`src/rtl/mips_ctrl_pkg.sv`:
```
// ---------------------------------------------------------------------------
// mips_ctrl_pkg
// Shared definitions for the multi-cycle MIPS control unit:
//   - FSM state encodings (also exported on the debug state port)
//   - opcode constants for the decoded instruction classes
//   - alu_op, alu_src_b and pc_src mux encodings
//   - op_defined(): true for every opcode the controller can sequence
// ---------------------------------------------------------------------------
package mips_ctrl_pkg;

   typedef enum logic [2:0] {
      ST_IDLE   = 3'd0,
      ST_FETCH  = 3'd1,
      ST_DECODE = 3'd2,
      ST_EXEC   = 3'd3,
      ST_MEM    = 3'd4,
      ST_WB     = 3'd5,
      ST_TRAP   = 3'd6
   } state_t;

   localparam logic [5:0] OP_RTYPE = 6'b000000;
   localparam logic [5:0] OP_J     = 6'b000010;
   localparam logic [5:0] OP_BEQ   = 6'b000100;
   localparam logic [5:0] OP_BNE   = 6'b000101;
   localparam logic [5:0] OP_ADDI  = 6'b001000;
   localparam logic [5:0] OP_LW    = 6'b100011;
   localparam logic [5:0] OP_SW    = 6'b101011;

   localparam logic [1:0] ALU_FUNCT = 2'b00;
   localparam logic [1:0] ALU_SUB   = 2'b01;
   localparam logic [1:0] ALU_ADD   = 2'b11;

   localparam logic [1:0] SRCB_REG     = 2'b00;
   localparam logic [1:0] SRCB_FOUR    = 2'b01;
   localparam logic [1:0] SRCB_IMM     = 2'b10;
   localparam logic [1:0] SRCB_IMM_SL2 = 2'b11;

   localparam logic [1:0] PCSRC_ALU    = 2'b00;
   localparam logic [1:0] PCSRC_ALUOUT = 2'b01;
   localparam logic [1:0] PCSRC_JUMP   = 2'b10;

   function automatic logic op_defined(input logic [5:0] op);
      case (op)
         OP_RTYPE, OP_J, OP_BEQ, OP_BNE, OP_ADDI, OP_LW, OP_SW: op_defined = 1'b1;
         default:                                              op_defined = 1'b0;
      endcase
   endfunction

endpackage

```
`src/rtl/mips_mc_wait_timer.sv`:
```
// ---------------------------------------------------------------------------
// mips_mc_wait_timer
// Counts consecutive memory-wait cycles (mem_ready low while the FSM is in a
// memory-access state) and flags a timeout once WAIT_MAX such cycles have
// already elapsed and memory is still not ready. WAIT_MAX = 0 disables it.
// Ports:
//   i_clk, i_rst_n  clock, async active-low reset
//   i_waiting       FSM is in FETCH or MEM
//   i_mem_ready     memory completes this cycle
//   i_state_chg     FSM changes state at the next edge; clears the count
//   o_timeout       combinational timeout / mem_err pulse
// ---------------------------------------------------------------------------
module mips_mc_wait_timer #(
   parameter int WAIT_MAX = 15
) (
   input  logic i_clk,
   input  logic i_rst_n,
   input  logic i_waiting,
   input  logic i_mem_ready,
   input  logic i_state_chg,
   output logic o_timeout
);

   // Keep at least one counter bit so WAIT_MAX = 0 still elaborates.
   localparam int              CNT_W   = (WAIT_MAX > 0) ? $clog2(WAIT_MAX + 1) : 1;
   localparam logic [CNT_W-1:0] CNT_MAX = CNT_W'(WAIT_MAX);
   localparam logic [CNT_W-1:0] CNT_ONE = CNT_W'(1);

   logic [CNT_W-1:0] r_cnt;
   logic             w_stall;

   assign w_stall = i_waiting && !i_mem_ready;

   // Saturate rather than wrap, which only matters with the timeout disabled.
   always_ff @(posedge i_clk or negedge i_rst_n) begin
      if (!i_rst_n) begin
         r_cnt <= '0;
      end else if (i_state_chg) begin
         r_cnt <= '0;
      end else if (w_stall && (r_cnt != '1)) begin
         r_cnt <= r_cnt + CNT_ONE;
      end
   end

   // mem_ready high in the same cycle wins because w_stall is then low.
   assign o_timeout = (WAIT_MAX != 0) && w_stall && (r_cnt == CNT_MAX);

endmodule

```
`src/rtl/mips_mc_ctrl.sv`:
```
// ---------------------------------------------------------------------------
// mips_mc_ctrl
// Multi-cycle MIPS control FSM: IDLE -> FETCH -> DECODE -> EXEC -> MEM -> WB.
// Decodes R-type, j, beq, bne, addi, lw and sw; waits on a memory-ready
// handshake in FETCH and MEM with a WAIT_MAX timeout (mem_err, back to IDLE).
// Optional feature macro: MIPS_CTRL_ILLEGAL_TRAP_EN
//   defined   - undefined opcode enters TRAP (left only by reset), illegal set
//   undefined - undefined opcode acts as a NOP, illegal tied low
// Ports:
//   i_clk, i_rst_n          clock, async active-low reset
//   i_run                   leave IDLE (sampled only in IDLE)
//   i_opcode                IR opcode field, sampled in DECODE
//   i_mem_ready             memory access completes this cycle
//   o_pc_write .. o_pc_src  datapath controls
//   o_state                 current state (debug)
//   o_instr_done            pulse on the last cycle of an instruction
//   o_mem_err               pulse on a memory-wait timeout
//   o_illegal               sticky undefined-opcode flag
// ---------------------------------------------------------------------------
module mips_mc_ctrl
   import mips_ctrl_pkg::*;
#(
   parameter int OPCODE_W = 6,
   parameter int WAIT_MAX = 15
) (
   input  logic                i_clk,
   input  logic                i_rst_n,
   input  logic                i_run,
   input  logic [OPCODE_W-1:0] i_opcode,
   input  logic                i_mem_ready,
   output logic                o_pc_write,
   output logic                o_ir_write,
   output logic                o_i_or_d,
   output logic                o_reg_dst,
   output logic                o_memto_reg,
   output logic                o_alu_src_a,
   output logic                o_mem_read,
   output logic                o_mem_write,
   output logic                o_reg_write,
   output logic                o_branch,
   output logic                o_branch_ne,
   output logic [1:0]          o_alu_op,
   output logic [1:0]          o_alu_src_b,
   output logic [1:0]          o_pc_src,
   output logic [2:0]          o_state,
   output logic                o_instr_done,
   output logic                o_mem_err,
   output logic                o_illegal
);

   state_t     r_state;
   state_t     w_next;
   logic [5:0] r_op_q;
   logic       w_op_ok;
   logic       w_timeout;

   // Any set bit above the 6-bit opcode field makes the opcode undefined.
   assign w_op_ok = ((i_opcode >> 6) == '0) && op_defined(i_opcode[5:0]);

   mips_mc_wait_timer #(
      .WAIT_MAX (WAIT_MAX)
   ) u_wait_timer (
      .i_clk       (i_clk),
      .i_rst_n     (i_rst_n),
      .i_waiting   ((r_state == ST_FETCH) || (r_state == ST_MEM)),
      .i_mem_ready (i_mem_ready),
      .i_state_chg (w_next != r_state),
      .o_timeout   (w_timeout)
   );

   assign o_mem_err = w_timeout;
   assign o_state   = r_state;

   // State register and opcode latch
   always_ff @(posedge i_clk or negedge i_rst_n) begin
      if (!i_rst_n) begin
         r_state <= ST_IDLE;
         r_op_q  <= OP_RTYPE;
      end else begin
         r_state <= w_next;
         if (r_state == ST_DECODE) begin
            r_op_q <= i_opcode[5:0];
         end
      end
   end

`ifdef MIPS_CTRL_ILLEGAL_TRAP_EN
   logic r_illegal;

   always_ff @(posedge i_clk or negedge i_rst_n) begin
      if (!i_rst_n) begin
         r_illegal <= 1'b0;
      end else if ((r_state == ST_DECODE) && !w_op_ok) begin
         r_illegal <= 1'b1;
      end
   end

   assign o_illegal = r_illegal;
`else
   assign o_illegal = 1'b0;
`endif

   // Next-state logic
   always_comb begin
      w_next = r_state;
      case (r_state)
         ST_IDLE: begin
            if (i_run) w_next = ST_FETCH;
         end
         ST_FETCH: begin
            if (i_mem_ready)    w_next = ST_DECODE;
            else if (w_timeout) w_next = ST_IDLE;
         end
         ST_DECODE: begin
            if (w_op_ok) begin
               w_next = ST_EXEC;
            end else begin
`ifdef MIPS_CTRL_ILLEGAL_TRAP_EN
               w_next = ST_TRAP;
`else
               w_next = ST_FETCH;
`endif
            end
         end
         ST_EXEC: begin
            case (r_op_q)
               OP_RTYPE, OP_ADDI: w_next = ST_WB;
               OP_LW, OP_SW:      w_next = ST_MEM;
               default:           w_next = ST_FETCH;
            endcase
         end
         ST_MEM: begin
            if (i_mem_ready)    w_next = (r_op_q == OP_LW) ? ST_WB : ST_FETCH;
            else if (w_timeout) w_next = ST_IDLE;
         end
         ST_WB:   w_next = ST_FETCH;
         ST_TRAP: w_next = ST_TRAP;
         default: w_next = ST_IDLE;
      endcase
   end

   // Output decode; IDLE and TRAP keep every control at its default 0.
   always_comb begin
      o_pc_write   = 1'b0;
      o_ir_write   = 1'b0;
      o_i_or_d     = 1'b0;
      o_reg_dst    = 1'b0;
      o_memto_reg  = 1'b0;
      o_alu_src_a  = 1'b0;
      o_mem_read   = 1'b0;
      o_mem_write  = 1'b0;
      o_reg_write  = 1'b0;
      o_branch     = 1'b0;
      o_branch_ne  = 1'b0;
      o_alu_op     = ALU_FUNCT;
      o_alu_src_b  = SRCB_REG;
      o_pc_src     = PCSRC_ALU;
      o_instr_done = 1'b0;
      case (r_state)
         ST_FETCH: begin
            o_mem_read  = 1'b1;
            o_alu_src_b = SRCB_FOUR;
            o_alu_op    = ALU_ADD;
            // IR load and PC+4 commit only when the fetch actually returns.
            o_ir_write  = i_mem_ready;
            o_pc_write  = i_mem_ready;
         end
         ST_DECODE: begin
            // Speculative branch target: PC + (imm << 2).
            o_alu_src_b = SRCB_IMM_SL2;
            o_alu_op    = ALU_ADD;
`ifdef MIPS_CTRL_ILLEGAL_TRAP_EN
            // Undefined opcodes trap; the instruction never completes.
`else
            o_instr_done = !w_op_ok;
`endif
         end
         ST_EXEC: begin
            case (r_op_q)
               OP_RTYPE: begin
                  o_alu_src_a = 1'b1;
                  o_alu_src_b = SRCB_REG;
                  o_alu_op    = ALU_FUNCT;
               end
               OP_LW, OP_SW, OP_ADDI: begin
                  o_alu_src_a = 1'b1;
                  o_alu_src_b = SRCB_IMM;
                  o_alu_op    = ALU_ADD;
               end
               OP_BEQ, OP_BNE: begin
                  o_alu_src_a  = 1'b1;
                  o_alu_src_b  = SRCB_REG;
                  o_alu_op     = ALU_SUB;
                  o_pc_src     = PCSRC_ALUOUT;
                  o_branch     = (r_op_q == OP_BEQ);
                  o_branch_ne  = (r_op_q == OP_BNE);
                  o_instr_done = 1'b1;
               end
               OP_J: begin
                  o_pc_write   = 1'b1;
                  o_pc_src     = PCSRC_JUMP;
                  o_instr_done = 1'b1;
               end
               default: begin
               end
            endcase
         end
         ST_MEM: begin
            o_i_or_d     = 1'b1;
            o_mem_read   = (r_op_q == OP_LW);
            o_mem_write  = (r_op_q == OP_SW);
            o_instr_done = (r_op_q == OP_SW) && i_mem_ready;
         end
         ST_WB: begin
            o_reg_dst    = (r_op_q == OP_RTYPE);
            o_memto_reg  = (r_op_q == OP_LW);
            o_reg_write  = 1'b1;
            o_instr_done = 1'b1;
         end
         default: begin
         end
      endcase
   end

endmodule

```
`config.mk`:
```
export PLATFORM = sky130hd
export DESIGN_NAME = mips_mc_ctrl
export DESIGN_NICKNAME = d
export VERILOG_FILES = /design/src/rtl/mips_ctrl_pkg.sv /design/src/rtl/mips_mc_wait_timer.sv /design/src/rtl/mips_mc_ctrl.sv
export SDC_FILE = /design/constraint.sdc
export NUM_CORES = 1
export LEC_CHECK = 0
export BUFFER_PORTS_ARGS = -buffer_cell sky130_fd_sc_hd__buf_2
export CORE_ASPECT_RATIO = 1.75
export CORE_UTILIZATION = 40
export CTS_CLUSTER_DIAMETER = 100
export DETAILED_ROUTE_END_ITERATION = 16
export PLACE_DENSITY = 0.66
export SETUP_SLACK_MARGIN = 0.5
export SYNTH_ARGS = -nofsm -noshare
export SYNTH_HDL_FRONTEND = slang
export SYNTH_SLANG_ARGS = --single-unit
```
`constraint.sdc`:
```
create_clock -name i_clk -period 2.8 [get_ports i_clk]
set_clock_uncertainty 0.1 [all_clocks]
set_input_delay 0.7 -clock i_clk [delete_from_list [all_inputs] [get_ports i_clk]]
set_output_delay 0.7 -clock i_clk [all_outputs]
set_load 0.01 [all_outputs]
```
# After elaboration in Yosys (flattened, before gate mapping)
# Cells that the tools add are included.
[classes]
muxes = 34
n_reduce_logical = 19
n_eq_ne = 21
addsub = 1
[ops]
columns = ["op", "n"]
rows = [
  ["equality test 6 x 3 -> 1 bit (second input constant)", 4],
  ["equality test 6 bit (second input constant)", 4],
  ["case mux 3 bit (7 select lines)", 1],
  ["2-to-1 mux 1 bit", 15],
  ["2-to-1 mux 3 bit", 5],
  ["equality test 6 x 2 -> 1 bit (second input constant)", 2],
  ["equality test 6 x 4 -> 1 bit (second input constant)", 2],
  ["logical NOT 6 bit", 2],
  ["case mux 2 bit (2 select lines)", 3],
  ["equality test 3 bit (second input constant)", 3],
  ["2-to-1 mux 4 bit", 2],
  ["OR reduction 2 bit", 4],
  ["OR reduction 7 bit", 1],
  ["equality test 3 x 2 -> 1 bit (second input constant)", 2],
  ["2-to-1 mux 2 bit", 3],
  ["case mux 2 bit (3 select lines)", 1],
  ["case mux 3 bit (2 select lines)", 1],
  ["OR reduction 3 bit", 2],
  ["OR reduction 6 bit", 1],
  ["adder 4 x 1 -> 4 bit (second input constant)", 1],
  ["equality test 4 bit (second input constant)", 1],
  ["logical AND 1 bit", 4],
  ["!= test 4 bit (second input constant)", 1],
  ["case mux 1 bit (2 select lines)", 2],
  ["7 further kinds", 8],
]
[totals]
ff_bits = 13
output_inout_bits = 23
wordCells = 78

# Longest topological paths before layout
[depth]
depth_word = 9
ltp_mapped = 5
depth_no_buf = 5

# Cells and area by module
# A second synthesis with hierarchy kept.
[hier_totals]
cells_unflattened = 112
area_unflattened_um2 = 1052.3
[by_module_without_submodules]
columns = ["module", "area_each_um2", "cells_each", "n_inst"]
rows = [
  ["mips_mc_ctrl", 803.3, 88, 1],
  ["mips_mc_wait_timer", 249.0, 24, 1],
]

# Worst setup path after synthesis
# OpenSTA, ideal clock, no wires.
[synth_path]
path_kind = "input-to-output"
start = "input port i_opcode[1]"
end = "output port o_instr_done"
path_slack_ns = 0.290
path_buffers = 0
t_required_ns = 2.000
path_stages = 3
arrival_ns = 1.710
path_cell_list = "or4b_2 > a31oi_1 > o211ai_1"
[synth_between]
elab_chain_len = 5
word_cells_on_any_way = 11
classes_between = "eq/ne (6); mux (2); reduce/logical (3)"
[synth_rtl]
columns = ["item", "line_no", "text"]
rows = [
  ["start: declaration", "mips_mc_ctrl.sv:29", "input logic [OPCODE_W-1:0] i_opcode,"],
  ["equality test 6 x 2 -> 1 bit (tied with other cells)", "mips_ctrl_pkg.sv:43", "case (op)"],
  ["OR reduction 7 bit (*)", "mips_ctrl_pkg.sv:43", ""],
  ["2-to-1 mux 1 bit (*)", "mips_ctrl_pkg.sv:43", ""],
  ["logical NOT 1 bit (*)", "mips_mc_ctrl.sv:175", "o_instr_done = !w_op_ok;"],
  ["case mux 1 bit (4 select lines) (*)", "mips_mc_ctrl.sv:159", "case (r_state)"],
  ["end: declaration", "mips_mc_ctrl.sv:46", "output logic o_instr_done,"],
]
# Every way passes the cells marked *; elsewhere a longest branch is shown, timed or not.

# Worst setup path in the final report
# Ends and elaborated chain as after synthesis.

==> metrics.csv <==
metric,value,unit
outcome,completed,
syn_area_per_cell,8.924,sq um
seq_power_share,25.9,%
p_clk_share,13.6,%
routed_via_density,5.967,
hold_viol_final,0,
finalCritPeriodShare,92.77,%
wl_per_cell,16.31,um
ys.flop_type,dfrtp_1,
cp.arrival,1800,ps
rr_endpoint,u_wait_timer.r_cnt[3],
synth_edf_count,0,
htreeDepth,1,
antenna_found_initial,0,
final_util,60.49,%
max_stage_delay,540,ps
crit_path_top_delay_cell,or4b_4,
netlist_area,1008,sq um
yosysSeqAreaShare,32.26,%
yosysWarnings,0,
cts-root-buf,clkbuf_8,
drtAntennaViolNets,0,
worstPathRequired,2000,ps
hp-class,in -> async,
comb_power_share,60.5,%
p_sw_share,44.07,%
diodes,0,
synthCells,113,
core_region_area,2331,sq um
cp_cell_sequence,buf_2 > or4b_4 > a31oi_2 > o211ai_1 > buf_2,
numCtsBuffers,3,
grt_pass1_wl,4560,um
yosysTopAreaCell,dfrtp_1,
p_total,0.001310,W
async_reset_ff_share,100.0,%
drt_iter0_drc,32,
ys_ff_latch,13,
dp_hpwl,2090,um
rsz0062_at_grt,true,
finalWeightedCongestion,0.7554,
slew_violations,0,
fmax,385.0,MHz
synth_cell_types,46,
via_count,1086,
reg2regPathDepth,5,
yosysMostFrequentCell,dfrtp_1,
cts.clk_slew.worst_paths,60,ps
drc,0,
power-per-cell-area,928.9,nW/um^2
slew_headroom,65.98,%
setup_violations,0,
cp-start-kind,input port,
worstSetupStartpoint,i_opcode[1],
rows,23,
synthTopCellsByArea,"dfrtp_1 32%, mux2_2 6.7%, nor2_1 3.3%",
p_int,0.0007326,W
start_util,43.26,%
grt-ovfl-total,0,
numPortBuffers,31,
worst_pin_slew,510.3,ps
synth_common_cells,"13 x dfrtp_1, 9 x nor2_1, 6 x inv_1, 6 x mux2_2",
dieArea,2734,sq um
power_leakage,0.6991,nW
cts_tree,done,
finalNetCount,169,
finalSetupTns,0,ps
hold_buffers,0,
worstPathMaxFanout,4,
p_sw,0.0005772,W
reg2reg_from,r_op_q[1],
syn_to_final_growth,39.83,%
max_cap_viol_count,0,
crit_top_cell,buf_2,
cts_sinks,13,
first_pass_iters,4,
wl,2969,um
synth_top_area_share,32.26,%
setup.worst_path.class,in -> out,
grt_max_degree,16,
timing.critical_path.to_type,output pin,
pin_count,33,
drive_above_1_share,46.50,%
period_minus_slack,2597,ps
die_height,68.43,um
peakVddDrop,504.0,uV
grt_usage,23.88,%
reg2reg_slack,920,ps
grt_pass1_vias,1026,
clock_latency,250,ps
syn-num-nets,124,
clock_path_buffers,2,
die_x,39.96,um
area by class of cell:
type / count / area [sq um]
tap: 25 / 31.28
sequential: 13 / 325.3
clock inverter: 1 / 5.005
fill: 205 / 920.9
multi-input combinational: 88 / 701.9
clock buffer: 3 / 41.29
timing repair buffer: 46 / 282.8
inverter: 6 / 22.52
power groups by stage:
stage          clock network [W]  logic, W  registers, W
2_1_floorplan                  0  0.000422      0.000322
5_1_grt                 0.000184  0.000858      0.000345
4_1_cts                 0.000175  0.000702      0.000332
3_3_place_gp                   0  0.000598      0.000340
6_report                0.000178  0.000792      0.000339
3_5_place_dp                   0  0.000609      0.000341
cells in the final DEF, fill, tap and decap left out, types with 2 or more instances in the layout:
cell type  netlist  layout
buf_4            1      11
nand2_1          5       5
nor3_2           1       2
a21oi_1          3       2
nor4_1           2       2
clkbuf_8         0       3
dfrtp_1         13      13
mux2_2           6       6
o21ai_0          5       4
nand3_1          3       3
or3_1            3       3
nand2b_1         5       5
nor3b_2          2       2
and3_1           2       2
nor3_4           0       3
nor2_1           9       9
a211o_1          2       2
mux2i_1          2       2
o21ai_1          1       2
inv_1            6       6
a211oi_1         3       3
xor2_1           2       2
buf_6            0       4
buf_2            3      31
or4b_4           0       3
nand3b_1         3       3
repair_timing:
item	4_1_cts	5_1_grt
setup buffers	5	4
pin swaps	8	5
resized for setup	7	9
setup endpoints to repair	14	14
state kept, by name (all words and copies together), names as in the netlist:
| register | count |
|---|---|
| u_wait_timer.r_cnt | 4 |
| o_state | 3 |
| r_op_q | 6 |
cells by family after synthesis:
kind of cell,share of synthesized area [%]
flip-flops,32.26
other,0.3719
adder cells (fa/ha/maj),1.240
AND/OR/NAND/NOR,32.51
buffers and inverters,5.211
XOR/XNOR,2.606
multiplexers,8.684
AO/OA/AOI/OAI,17.12
worst max path at each step:
| stage | end | slack (ps) | cells past startpoint |
|---|---|---|---|
| global route | o_instr_done | 150 | 6 |
| floorplan | o_instr_done | 440 | 5 |
| global placement | o_instr_done | 220 | 5 |
| CTS | o_instr_done | 190 | 5 |
| detailed placement | o_instr_done | 190 | 5 |
| finish | o_instr_done | 200 | 5 |
per-layer routing:
| metal | share of wire (%) | track usage, % | vias up |
|---|---|---|---|
| met5 | 0 | 0 | - |
| li1 | - | - | 503 |
| met1 | 37 | 26.95 | 525 |
| met4 | 2.1 | 11.21 | 0 |
| met2 | 57 | 42.54 | 49 |
| met3 | 4.4 | 1.623 | 9 |
critical path, delay by kind of cell:
kind | cells | cell delay [ps]
and+or+nand+nor | 1 | 540
AOI/OAI and AO/OA | 2 | 290
buffers and inverters | 2 | 270
through the flow:
stage / cells / hold WS [ps] / setup WS [ps] / instance area (sq um)
2_1_floorplan: 113 / 304.4 / 442.7 / 1028
3_3_place_gp: 169 / 503.0 / 218.9 / 1224
3_5_place_dp: 169 / 511.2 / 194.6 / 1224
4_1_cts: 178 / 248.8 / 194.8 / 1340
5_1_grt: 182 / 253.3 / 151.6 / 1410
6_report: 182 / 229.4 / 202.5 / 1410
Note: power is estimated with default switching activity, not from simulation.
